--- src/rtl/response_compactor.sv ---
// response_compactor: serial-input signature register (LFSR compactor) that
// folds a window of window_len response bits into a SIG_W-bit signature.
// A window is requested with start in IDLE, runs for window_len clocks in
// RUN, and is closed by a single-cycle DONE state that pulses done.
// Optional feature macro: ONES_COUNT_EN adds a count of din==1 samples on
// ones_cnt; without it ones_cnt is tied to zero and no counter is built.
//
// state | meaning
// IDLE  | waiting for start; signature/ones_cnt hold the last result
// RUN   | one din sample folded into the signature per clock
// DONE  | one-cycle completion marker (done=1), then back to IDLE
module response_compactor #(
  parameter int              SIG_W = 16,
  parameter logic [SIG_W-1:0] POLY  = 16'h1021,
  parameter logic [SIG_W-1:0] SEED  = 16'hFFFF
) (
  input  logic             I1470_clk,
  input  logic             I1477_rst,
  input  logic             din,
  input  logic             start,
  input  logic [7:0]       window_len,
  output logic             busy,
  output logic             done,
  output logic [SIG_W-1:0] signature,
  output logic [7:0]       ones_cnt
);

  typedef enum logic [1:0] {
    IDLE = 2'd0,
    RUN  = 2'd1,
    DONE = 2'd2
  } state_t;

  state_t           state_q;
  state_t           state_d;
  logic [7:0]       remaining_q;
  logic [SIG_W-1:0] sig_q;
  logic [SIG_W-1:0] sig_next;
  logic             fb;
  logic             accept;

  assign accept = (state_q == IDLE) && start;

  // Next-state decode; remaining==1 means this edge takes the last sample.
  always_comb begin
    state_d = state_q;
    case (state_q)
      IDLE: begin
        if (start) begin
          state_d = (window_len == 8'd0) ? DONE : RUN;
        end
      end
      RUN: begin
        if (remaining_q == 8'd1) begin
          state_d = DONE;
        end
      end
      DONE:    state_d = IDLE;
      default: state_d = IDLE;
    endcase
  end

  // State register.
  always_ff @(posedge I1470_clk or negedge I1477_rst) begin
    if (!I1477_rst) begin
      state_q <= IDLE;
    end else begin
      state_q <= state_d;
    end
  end

  // Feedback step of the signature register for the current din sample.
  always_comb begin
    fb       = sig_q[SIG_W-1] ^ din;
    sig_next = {sig_q[SIG_W-2:0], 1'b0} ^ (fb ? POLY : {SIG_W{1'b0}});
  end

  // Signature and remaining-sample counter; window_len is captured only on
  // the accepting edge so later changes cannot disturb the active window.
  always_ff @(posedge I1470_clk or negedge I1477_rst) begin
    if (!I1477_rst) begin
      sig_q       <= SEED;
      remaining_q <= 8'd0;
    end else if (accept) begin
      sig_q       <= SEED;
      remaining_q <= window_len;
    end else if (state_q == RUN) begin
      sig_q       <= sig_next;
      remaining_q <= remaining_q - 8'd1;
    end
  end

`ifdef ONES_COUNT_EN
  logic [7:0] ones_q;

  // Count of din==1 samples in the current/last window.
  always_ff @(posedge I1470_clk or negedge I1477_rst) begin
    if (!I1477_rst) begin
      ones_q <= 8'd0;
    end else if (accept) begin
      ones_q <= 8'd0;
    end else if ((state_q == RUN) && din) begin
      ones_q <= ones_q + 8'd1;
    end
  end

  assign ones_cnt = ones_q;
`else
  assign ones_cnt = 8'd0;
`endif

  assign busy      = (state_q == RUN);
  assign done      = (state_q == DONE);
  assign signature = sig_q;

endmodule
--- config.mk ---
export PLATFORM = sky130hd
export DESIGN_NAME = response_compactor
export DESIGN_NICKNAME = d
export VERILOG_FILES = /design/src/rtl/response_compactor.sv
export SDC_FILE = /design/constraint.sdc
export NUM_CORES = 1
export LEC_CHECK = 0
export CAP_MARGIN = 25
export CELL_PAD_IN_SITES_DETAIL_PLACEMENT = 2
export CELL_PAD_IN_SITES_GLOBAL_PLACEMENT = 2
export CORE_UTILIZATION = 29
export CTS_BUF_LIST = sky130_fd_sc_hd__clkbuf_2 sky130_fd_sc_hd__clkbuf_4 sky130_fd_sc_hd__clkbuf_8
export DETAILED_ROUTE_END_ITERATION = 7
export GPL_TIMING_DRIVEN = 0
export PLACE_DENSITY = 0.78
export SYNTH_ARGS = -nofsm -noshare
export SYNTH_HDL_FRONTEND = slang
export SYNTH_SLANG_ARGS = --single-unit
--- constraint.sdc ---
create_clock -name I1470_clk -period 1.7 [get_ports I1470_clk]
set_clock_uncertainty 0.15 [all_clocks]
set_input_delay 0.255 -clock I1470_clk [delete_from_list [all_inputs] [get_ports I1470_clk]]
set_output_delay 0.255 -clock I1470_clk [all_outputs]
set_load 0.01 [all_outputs]
==> impl_metrics.py <==
metrics = {
    "status": {
        "outcome": "complete, but fails checks",
        "violations": "setup timing",
    },
    "final_layout": {
        "final_common_cell": "nand2_1",
        "fin_cells": 238,
        "diodes": 0,
        "layout_common_cells": "nand2_1, o21ai_0, dlygate4sd2_1, dfstp_2, clkdlybuf4s50_1",
        "syn2layout_area_growth_pct": 38.9,
        "fill_cells": 494,
        "fin_nets": 201,
        "final_util": 0.425,
        "design_area_sq_um": 1880,
        "multiInputGateArea_sq_um": 632,
        "drive_gt1_frac": 0.280,
        "seq_area_sq_um": 673,
    },
    "synthesis": {
        "yosys.cell_types.count": 39,
        "synth-simple-area-share": 0.231,
        "synth.top_cells.by_area": "dfstp_2, dfrtp_1, nand2_1",
        "syn_inst": 142,
        "syn_area_sq_um": 1350,
        "synthAdderAreaFrac": 0.0185,
        "synth-edff-count": 0,
        "synthMuxAreaShare": 0,
        "yosysTopAreaCell": "dfstp_2",
        "synth_top_cell_area_share": 0.311,
        "ys_ff_latch": 26,
        "synth-xor-area-share": 0.0259,
        "synth_ff_type": "dfstp_2",
        "ys_warn_count": 0,
        "ys_seq_area_frac": 0.497,
        "async_reset_ff_frac": 1.00,
        "synth.avg_cell_area_sq_um": 9.51,
        "synth_compound_area_frac": 0.146,
        "synth_top_family_by_area": "simple AND/OR/NAND/NOR gates",
    },
    "global_route": {
        "busiest_layer": "met2",
        "grt_overflow": 0,
        "grt_max_degree": 17,
        "grt_pass1_wl_um": 6690,
        "grt_pass1_vias": 1320,
        "grt_usage": 0.173,
        "met1_usage": 0.227,
        "use_met3": 0.0274,
        "gr-usage-met2": 0.292,
        "antenna_found_initial": 0,
    },
    "critical_path": {
        "crit_top_cell": "buf_6",
        "r2r_end": "remaining_q[5]",
        "crit_arrival_ns": 1.72,
        "r2r_cells": 6,
        "r2r_slack_ns": -0.003,
        "required_ns": 1.72,
        "r2r-start": "state_q[1]",
        "cp_top_family": "flip-flops",
        "end_kind": "flop",
        "cpPeakStageDelay_ns": 0.43,
        "path_cells": "buf_6, or3b_1, buf_6, nand2_4, a21oi_2, a221o_1",
        "worst-setup-path-type": "reg2reg",
        "path_buf_inv": 2,
        "crit_fanout": 7,
        "cp-start-kind": "flop",
        "slowest_stage": "dfrtp_2",
        "critPathLaunch": "state_q[1]",
    },
    "power_and_ir_drop": {
        "max-vdd-ir-drop_uv": 635,
        "power_density_nw_per_um2": 1880,
        "cellLeakagePower_nw": 0.852,
    },
    "clock_tree": {
        "cts_made_buffers": 3,
        "cts_num_sinks": 26,
        "cts_buffer_depth": 2,
        "hold_buffers": 0,
        "clk_latency_ns": 0.28,
        "root_buffer": "clkbuf_8",
        "path_clk_slew_ns": 0.10,
        "cts-htree-levels": 1,
        "cts_tree": "done",
    },
    "sta": {
        "min_period_ns": 1.70,
        "worst_hold_slack_ns": 0.210,
        "rsz0062_at_grt": "yes",
        "tns_ns": -0.00278,
        "setup_slack_ns": -0.00278,
        "period_share": 1.00,
        "worst_pin_slew_ns": 0.627,
        "max_slew_margin": 0.581,
        "setup_violations": 1,
        "hold_viol": 0,
        "slew_viol_final": 0,
        "fmax_mhz": 587,
    },
    "routing": {
        "drt_iter0_markers": 39,
        "vias": 1186,
        "ant_nets": 0,
        "wl_per_cell_um": 16.5,
        "dr.pass1.iters": 4,
        "drcViolationCount": 0,
        "viasPerCell": 4.98,
        "drt-total-wl_um": 3930,
    },
    "die": {
        "io_pins": 38,
        "dieArea_sq_um": 4930,
        "die_w_um": 70.2,
        "num_rows": 24,
        "die_h_um": 70.2,
        "coreArea_sq_um": 4410,
        "initial_core_util": 0.306,
    },
    "place": {
        "dp_hpwl_um": 2910,
        "portBuffers": 29,
        "routabilityCongestion": 0.779,
        "dpl_cell_area_sq_um": 1760,
        "dp.cells": 231,
    },
    "run": {
        "maxCapViolations": 0,
    },
    "worst_hold_path": {
        "hp-class": "in2async",
    },
}
-- cell type report --
class	instances	share of cell area
Sequential cell	26	0.359
Multi-Input combinational cell	105	0.337
Timing Repair Buffer	33	0.174
Buffer	15	0.0600
Tap cell	52	0.0347
Clock buffer	4	0.0294
Inverter	3	0.00600
-- what timing repair did --
| item | in CTS | in global routing |
|---|---|---|
| setup buffers | 1 | 2 |
| resized for setup | 32 | 7 |
| pin swaps | 0 | 1 |
| endpoints found under the setup margin | 38 | 7 |
-- stage by stage --
step	total power, mW	worst slack, ns
final	3.52	-0.00278
after CTS	3.49	-0.0236
after detailed placement	3.15	-0.489
after global routing	3.83	-0.0562
after global placement	3.04	-0.497
after floorplan	2.35	0.143
-- metal layers --
metal | wire, um | up-vias
met1 | 1750 | 598
met5 | 0 | -
met3 | 145 | 4
li1 | - | 555
met2 | 2000 | 29
met4 | 38 | 0
-- how the worst max path moves through the flow --
stage | end | slack, ns | cells after the start
2_1_floorplan | remaining_q[5] | 0.14 | 5
3_3_place_gp | busy | -0.50 | 4
3_5_place_dp | busy | -0.49 | 4
4_1_cts | remaining_q[5] | -0.02 | 6
5_1_grt | remaining_q[5] | -0.06 | 6
6_report | remaining_q[5] | -0.003 | 6
-- flip-flops by register name, indices dropped and copies added, names as in the netlist --
signal and count:
signature 16, remaining_q 8, state_q 2
-- power breakdown --
group	internal [mW]	switching [mW]	leakage [nW]
logic	0.784	0.905	0.536
clock network	0.207	0.205	0.0288
registers	1.09	0.336	0.287
total	2.08	1.45	0.852
-- cells in the mapped netlist (2+ instances only) --
library cell	n
dfstp_2	16
a31oi_1	2
inv_1	2
nand2_1	36
nor3_1	3
o211ai_1	3
buf_2	2
clkbuf_1	4
o21ai_0	16
nor4_1	2
xnor2_1	2
nand3_1	3
o22ai_1	2
a21oi_1	4
dfrtp_1	10
nand2b_1	2
buf_4	8
nand3b_1	2
ha_1	2
xor2_1	2
-- kinds of logic (layout without fill, tap and decap cells) --
family,Yosys count,count (layout)
xor+xnor,4,4
flops,26,26
simple gates,58,58
compound gates,33,33
other cells,1,8
fa+ha+maj,2,2
buf+inv,18,55
Power figures use the tool's default switching activity.
==> RTL edit 1, RTL diff (same flow settings) <==
Encoding of `state_t`: now one-hot (3 bits for 3 states).
--- a/src/rtl/response_compactor.sv
+++ b/src/rtl/response_compactor.sv
@@ -25,10 +25,10 @@
   output logic [7:0]       ones_cnt
 );
 
-  typedef enum logic [1:0] {
-    IDLE = 2'd0,
-    RUN  = 2'd1,
-    DONE = 2'd2
+  typedef enum logic [2:0] {
+    IDLE = 3'b001,
+    RUN  = 3'b010,
+    DONE = 3'b100
   } state_t;
 
   state_t           state_q;
Check against the original RTL: no difference found for any inputs over 10 cycles, from zero or initial values and one cycle with I1477_rst low; not proved beyond that.
==> RTL edit 1 against the unedited design <==
Via count is 1.6% lower; synthesized area down 1.2%; critical path type is now flop to output port; die area shrank 1.2%; largest cell class unchanged; sequential share of layout area decreased by 0.75 points; sequential power decreased by 21%; the flow still finishes with violations (negative setup slack); routed wire length is 5.9% higher; setup slack lost 59 ps; total power down 14%; final area increased by 5.9%; sequential cell count rose by 1.
==> RTL edit 1: results (changes against the unedited design) <==
{| class="wikitable"
! Metric !! Value
|-
| Gpl congestion || 0.782 (+0.39%)
|-
| Filler cell count || 454 (-8.1%)
|-
| Buffers and inverters on the worst path || 3 (+1)
|-
| Failing checks || negative setup slack
|-
| Average wire per cell in the routed design || 18.4 µm (+12%)
|-
| Critical path's slowest cell || sky130_fd_sc_hd__dfstp_2
|-
| I/O Buffers || 29 (unchanged)
|-
| Worst VDD drop || 621 µV (-2.3%)
|-
| Crit-path leading delay family || flip-flops
|-
| Hold slack || 311 ps (+101 ps)
|-
| Crit-path max FO || 3 (-4)
|-
| Global-route total usage across every layer || 17.3% (about the same)
|-
| Via count of the first global-routing pass || 1281 (-3.0%)
|-
| Beginning of the worst register-to-register path || state_q[0]$_DFFE_PN1P_
|-
| Number of buffers created by CTS || 3 (unchanged)
|-
| Data arrival time of the critical path || 1360 ps (-360 ps)
|-
| Skew-Pair Late Insertion Delay || 270 ps
|-
| Result of the run || finished with violations
|-
| Root Driver || sky130_fd_sc_hd__clkbuf_8
|-
| Maximum number of pins on one net before global-route repair || 17 (unchanged)
|-
| List of most frequent post-synthesis cells || 17 x sky130_fd_sc_hd__dfstp_2, 13 x sky130_fd_sc_hd__o22a_1, 10 x sky130_fd_sc_hd__dfrtp_1, 9 x sky130_fd_sc_hd__buf_4
|-
| Sequential element share of the synthesized area || 52.3% (+2.6 points)
|-
| Proportion of register bits with asynchronous set or reset after synthesis || 100% (unchanged)
|-
| First-pass GRT wire length || 6650 µm (-0.63%)
|-
| Leading cell type in the layout, fill and taps excluded || sky130_fd_sc_hd__buf_4
|-
| CTS H-tree depth || 1 (unchanged)
|-
| Post-DP HPWL || 2810 µm (-3.4%)
|-
| Share of final-layout standard cells stronger than drive strength 1 || 39.1% (+11 points)
|-
| Worst slew margin relative to its limit || 43.4% (-15 points)
|-
| Number of detailed-route iterations in the first pass || 4 (unchanged)
|-
| Initial drt markers || 36 (-7.7%)
|-
| Number of antenna violations at the first check in global routing || 0 (unchanged)
|-
| Internal Power || 1.82 mW (-12%)
|-
| Largest register FFs || 16 (unchanged)
|-
| Biggest area contributors in the synthesized netlist || sky130_fd_sc_hd__dfstp_2 33%, sky130_fd_sc_hd__dfrtp_1 19%, sky130_fd_sc_hd__o22a_1 8.5%, sky130_fd_sc_hd__buf_4 5.1%, sky130_fd_sc_hd__a21oi_1 2.6%
|-
| Endpoint of the lowest-slack register-to-register path || remaining_q[3]$_DFFE_PN0P_
|-
| Number of antenna repair diodes || 0 (unchanged)
|-
| Setup total negative slack || -123 ps (-120 ps)
|-
| Final setup violation count || 2 (+1)
|-
| Deepest clock path buffer count || 2 (unchanged)
|-
| Syn. warnings || 0 (unchanged)
|-
| Maximum single-stage delay on the critical path || 380 ps (-50 ps)
|-
| Layout net count || 189 (-6.0%)
|-
| Unique masters post-synth || 34 (-13%)
|-
| Routed via count divided by cell count || 5.16 (+3.6%)
|-
| Static leakage || 0.775 nW (-9.1%)
|-
| Clock input transition at the sequential cells of the worst setup and hold paths || around 90 ps
|-
| Worst Slack Setup Final || -61.7 ps (-58.9 ps)
|}
RTL edit 1: stage by stage:
step                      util, %  std cells  setup slack [ps]  area [µm²]
after detailed placement     39.5        210              -473        1730
final                        45.3        226             -61.7        1990
after CTS                    42.6        223             -57.9        1870
after floorplan                 -        128               115        1360
after global placement       39.1        209              -452        1720
after global routing         45.3        226              -109        1990
RTL edit 1: cells by family after synthesis:
group	Yosys count	share of synthesized area, %
xor gates and xnor gates	4	2.63
adders and majority gates	2	1.88
AOI/OAI and AO/OA	37	20.5
buffers and inverters	18	8.35
and+or+nand+nor	32	14.1
DFF	27	52.3
other	1	0.281
RTL edit 1: power groups by stage:
| stage | Combinational [mW] | Clock, mW | Sequential, mW |
|---|---|---|---|
| finish | 1.54 | 0.385 | 1.12 |
| global route | 1.65 | 0.415 | 1.15 |
| CTS | 1.29 | 0.398 | 1.09 |
| detailed placement | 1.09 | 0 | 1.13 |
| global placement | 1.04 | 0 | 1.10 |
| floorplan | 0.654 | 0 | 1.10 |
RTL edit 1: worst max path at each step:
stage,slack [ps],from,to
after global placement,-450,state_q[1]$_DFFE_PN0P_,busy
after detailed placement,-470,state_q[1]$_DFFE_PN0P_,busy
after global routing,-110,state_q[0]$_DFFE_PN1P_,remaining_q[3]$_DFFE_PN0P_
final,-60,state_q[0]$_DFFE_PN1P_,busy
after floorplan,120,state_q[1]$_DFFE_PN0P_,remaining_q[3]$_DFFE_PN0P_
after CTS,-60,state_q[0]$_DFFE_PN1P_,busy
RTL edit 1: worst reg2reg max path, cell delays in order, from the launching register on:
cell,delay [ps]
sky130_fd_sc_hd__dfstp_2,380
sky130_fd_sc_hd__or3b_1,380
sky130_fd_sc_hd__buf_6,140
sky130_fd_sc_hd__buf_4,160
sky130_fd_sc_hd__nand2_8,100
sky130_fd_sc_hd__o21ai_2,70
sky130_fd_sc_hd__a221o_1,280
RTL edit 1: area by class of cell:
type                    instances  area [µm²]  area share [%]
flip-flops and latches         27         698            35.1
multi-input cells              83         642            32.3
repair buffers                 42         389            19.6
well taps                      52        65.1            3.27
plain buffers                  13         116            5.86
clock buffers                   4        48.8            2.46
inverters                       5        27.5            1.39
RTL edit 1: repair_timing:
action                     CTS  global route
setup endpoints to repair   25            21
setup buffers                9             2
hold endpoints to repair     0             0
resized for setup           35            23
gates cloned                 0             1
pin swaps                    0             3
RTL edit 1: per-layer routing:
metal	vias up	global-route usage, %	routed length [µm]
met2	30	30.3	2180
met5	-	0	0
met4	0	2.00	0
met3	0	3.34	165
li1	541	-	-
met1	596	22.6	1820
==> RTL edit 2, RTL diff (same settings) <==
Made on the original files. Add a define of `ONES_COUNT_EN`.
--- a/src/rtl/response_compactor.sv
+++ b/src/rtl/response_compactor.sv
@@ -9,6 +9,8 @@
 // IDLE  | waiting for start; signature/ones_cnt hold the last result
 // RUN   | one din sample folded into the signature per clock
 // DONE  | one-cycle completion marker (done=1), then back to IDLE
+`define ONES_COUNT_EN
+
 module response_compactor #(
   parameter int              SIG_W = 16,
   parameter logic [SIG_W-1:0] POLY  = 16'h1021,
Formal check against the unedited RTL: not equivalent (a bounded check fails within 4 cycles, from zero or initial values and one cycle with I1477_rst low).
==> RTL edit 2 against the unedited design <==
The flow still finishes with violations (negative setup slack); sequential share of layout area is 0.20 points higher; setup slack worse by 330 ps; critical path depth down 2; final area up 29%; final cell count up 19%; critical path type unchanged; synthesized area is 20% higher; hold slack better by 4.9 ps; largest power group unchanged; sequential cell count grew 8; routed wire length grew 53%; sequential power is 18% higher; utilization is 3.7 points higher; critical endpoint is now remaining_q[7]$_DFFE_PN0P_; total power grew 24%; highest routed layer unchanged.
==> RTL edit 2: results (changes against the unedited design) <==
{| class="wikitable"
! Metric !! Value
|-
| Routed via count divided by cell count || 5.31 (+6.5%)
|-
| Initial drt markers || 50 (+28%)
|-
| Floorplan die area || 5880 µm² (+19%)
|-
| Syn avg cell area || 10.8 µm² (+13%)
|-
| Seq power || 1.67 mW (+18%)
|-
| Crit-path leading delay family || simple AND/OR/NAND/NOR gates
|-
| Count of hold buffers inserted by post-cts repair || 1 (+1)
|-
| Placed cell area || 2070 µm² (+18%)
|-
| Routed wire length on met3 || 173 µm (+19%)
|-
| Met2 capacity usage during global routing || 36.4% (+7.2 points)
|-
| Worst Reg-to-Reg Cells || 4 (-2)
|-
| Share of power burned in combinational logic || 46.9% (-1.0 points)
|-
| Met1 Routed Length || 2620 µm (+50%)
|-
| Number of resized instances in the post-cts repair step || 40 (+25%)
|-
| Multiplexer fraction of the synthesized cell area || 1.24% (+1.2 points)
|-
| Arithmetic-cell share of the synthesized area counting full adders, half adders and majority gates || 2.32% (+0.47 points)
|-
| Crit-path max FO || 4 (-3)
|-
| Gpl congestion || 0.865 (+11%)
|-
| Filler cell count || 564 (+14%)
|-
| Critical path's slowest cell || sky130_fd_sc_hd__or4_4
|-
| Measured slew at the worst slew-check pin || 762 ps (+135 ps)
|-
| Failing checks || negative setup slack
|-
| Complex-gate fraction of the synthesized area || 18.2% (+3.6 points)
|-
| Placed cells || 257 (+11%)
|-
| Worst Slack Setup Final || -337 ps (-334 ps)
|-
| Net switching power of the design || 1.72 mW (+19%)
|-
| Post-DP HPWL || 3400 µm (+17%)
|-
| I/O Buffers || 37 (+28%)
|-
| Worst VDD drop || 934 µV (+47%)
|-
| Final setup violation count || 5 (+4)
|-
| Result of the run || finished with violations
|-
| Maximum single-stage delay on the critical path || 570 ps (+140 ps)
|-
| Part of the power in registers || 38.3% (-2.1 points)
|-
| Setup Fix Bufs, Post-CTS || 10 (+9)
|}
[RTL edit 2: cell count changes after synthesis, moves of 5 or more]
| cell | unedited run | this run |
|---|---|---|
| sky130_fd_sc_hd__o22a_1 | 0 | 15 |
| sky130_fd_sc_hd__o21ai_0 | 16 | 8 |
| sky130_fd_sc_hd__dfrtp_1 | 10 | 18 |
| sky130_fd_sc_hd__a21oi_1 | 4 | 9 |
| sky130_fd_sc_hd__nor2_1 | 1 | 11 |
| sky130_fd_sc_hd__nand2_1 | 36 | 9 |
| sky130_fd_sc_hd__buf_4 | 8 | 2 |
[RTL edit 2: cell type report]
| cell class | instances | share of cell area (%) |
|---|---|---|
| clock buffers | 7 | 3.46 |
| plain buffers | 7 | 2.17 |
| well taps | 70 | 3.62 |
| flip-flops and latches | 34 | 36.1 |
| inverters | 4 | 0.931 |
| repair buffers | 55 | 21.0 |
| multi-input cells | 105 | 32.4 |
| clock inverters | 1 | 0.310 |
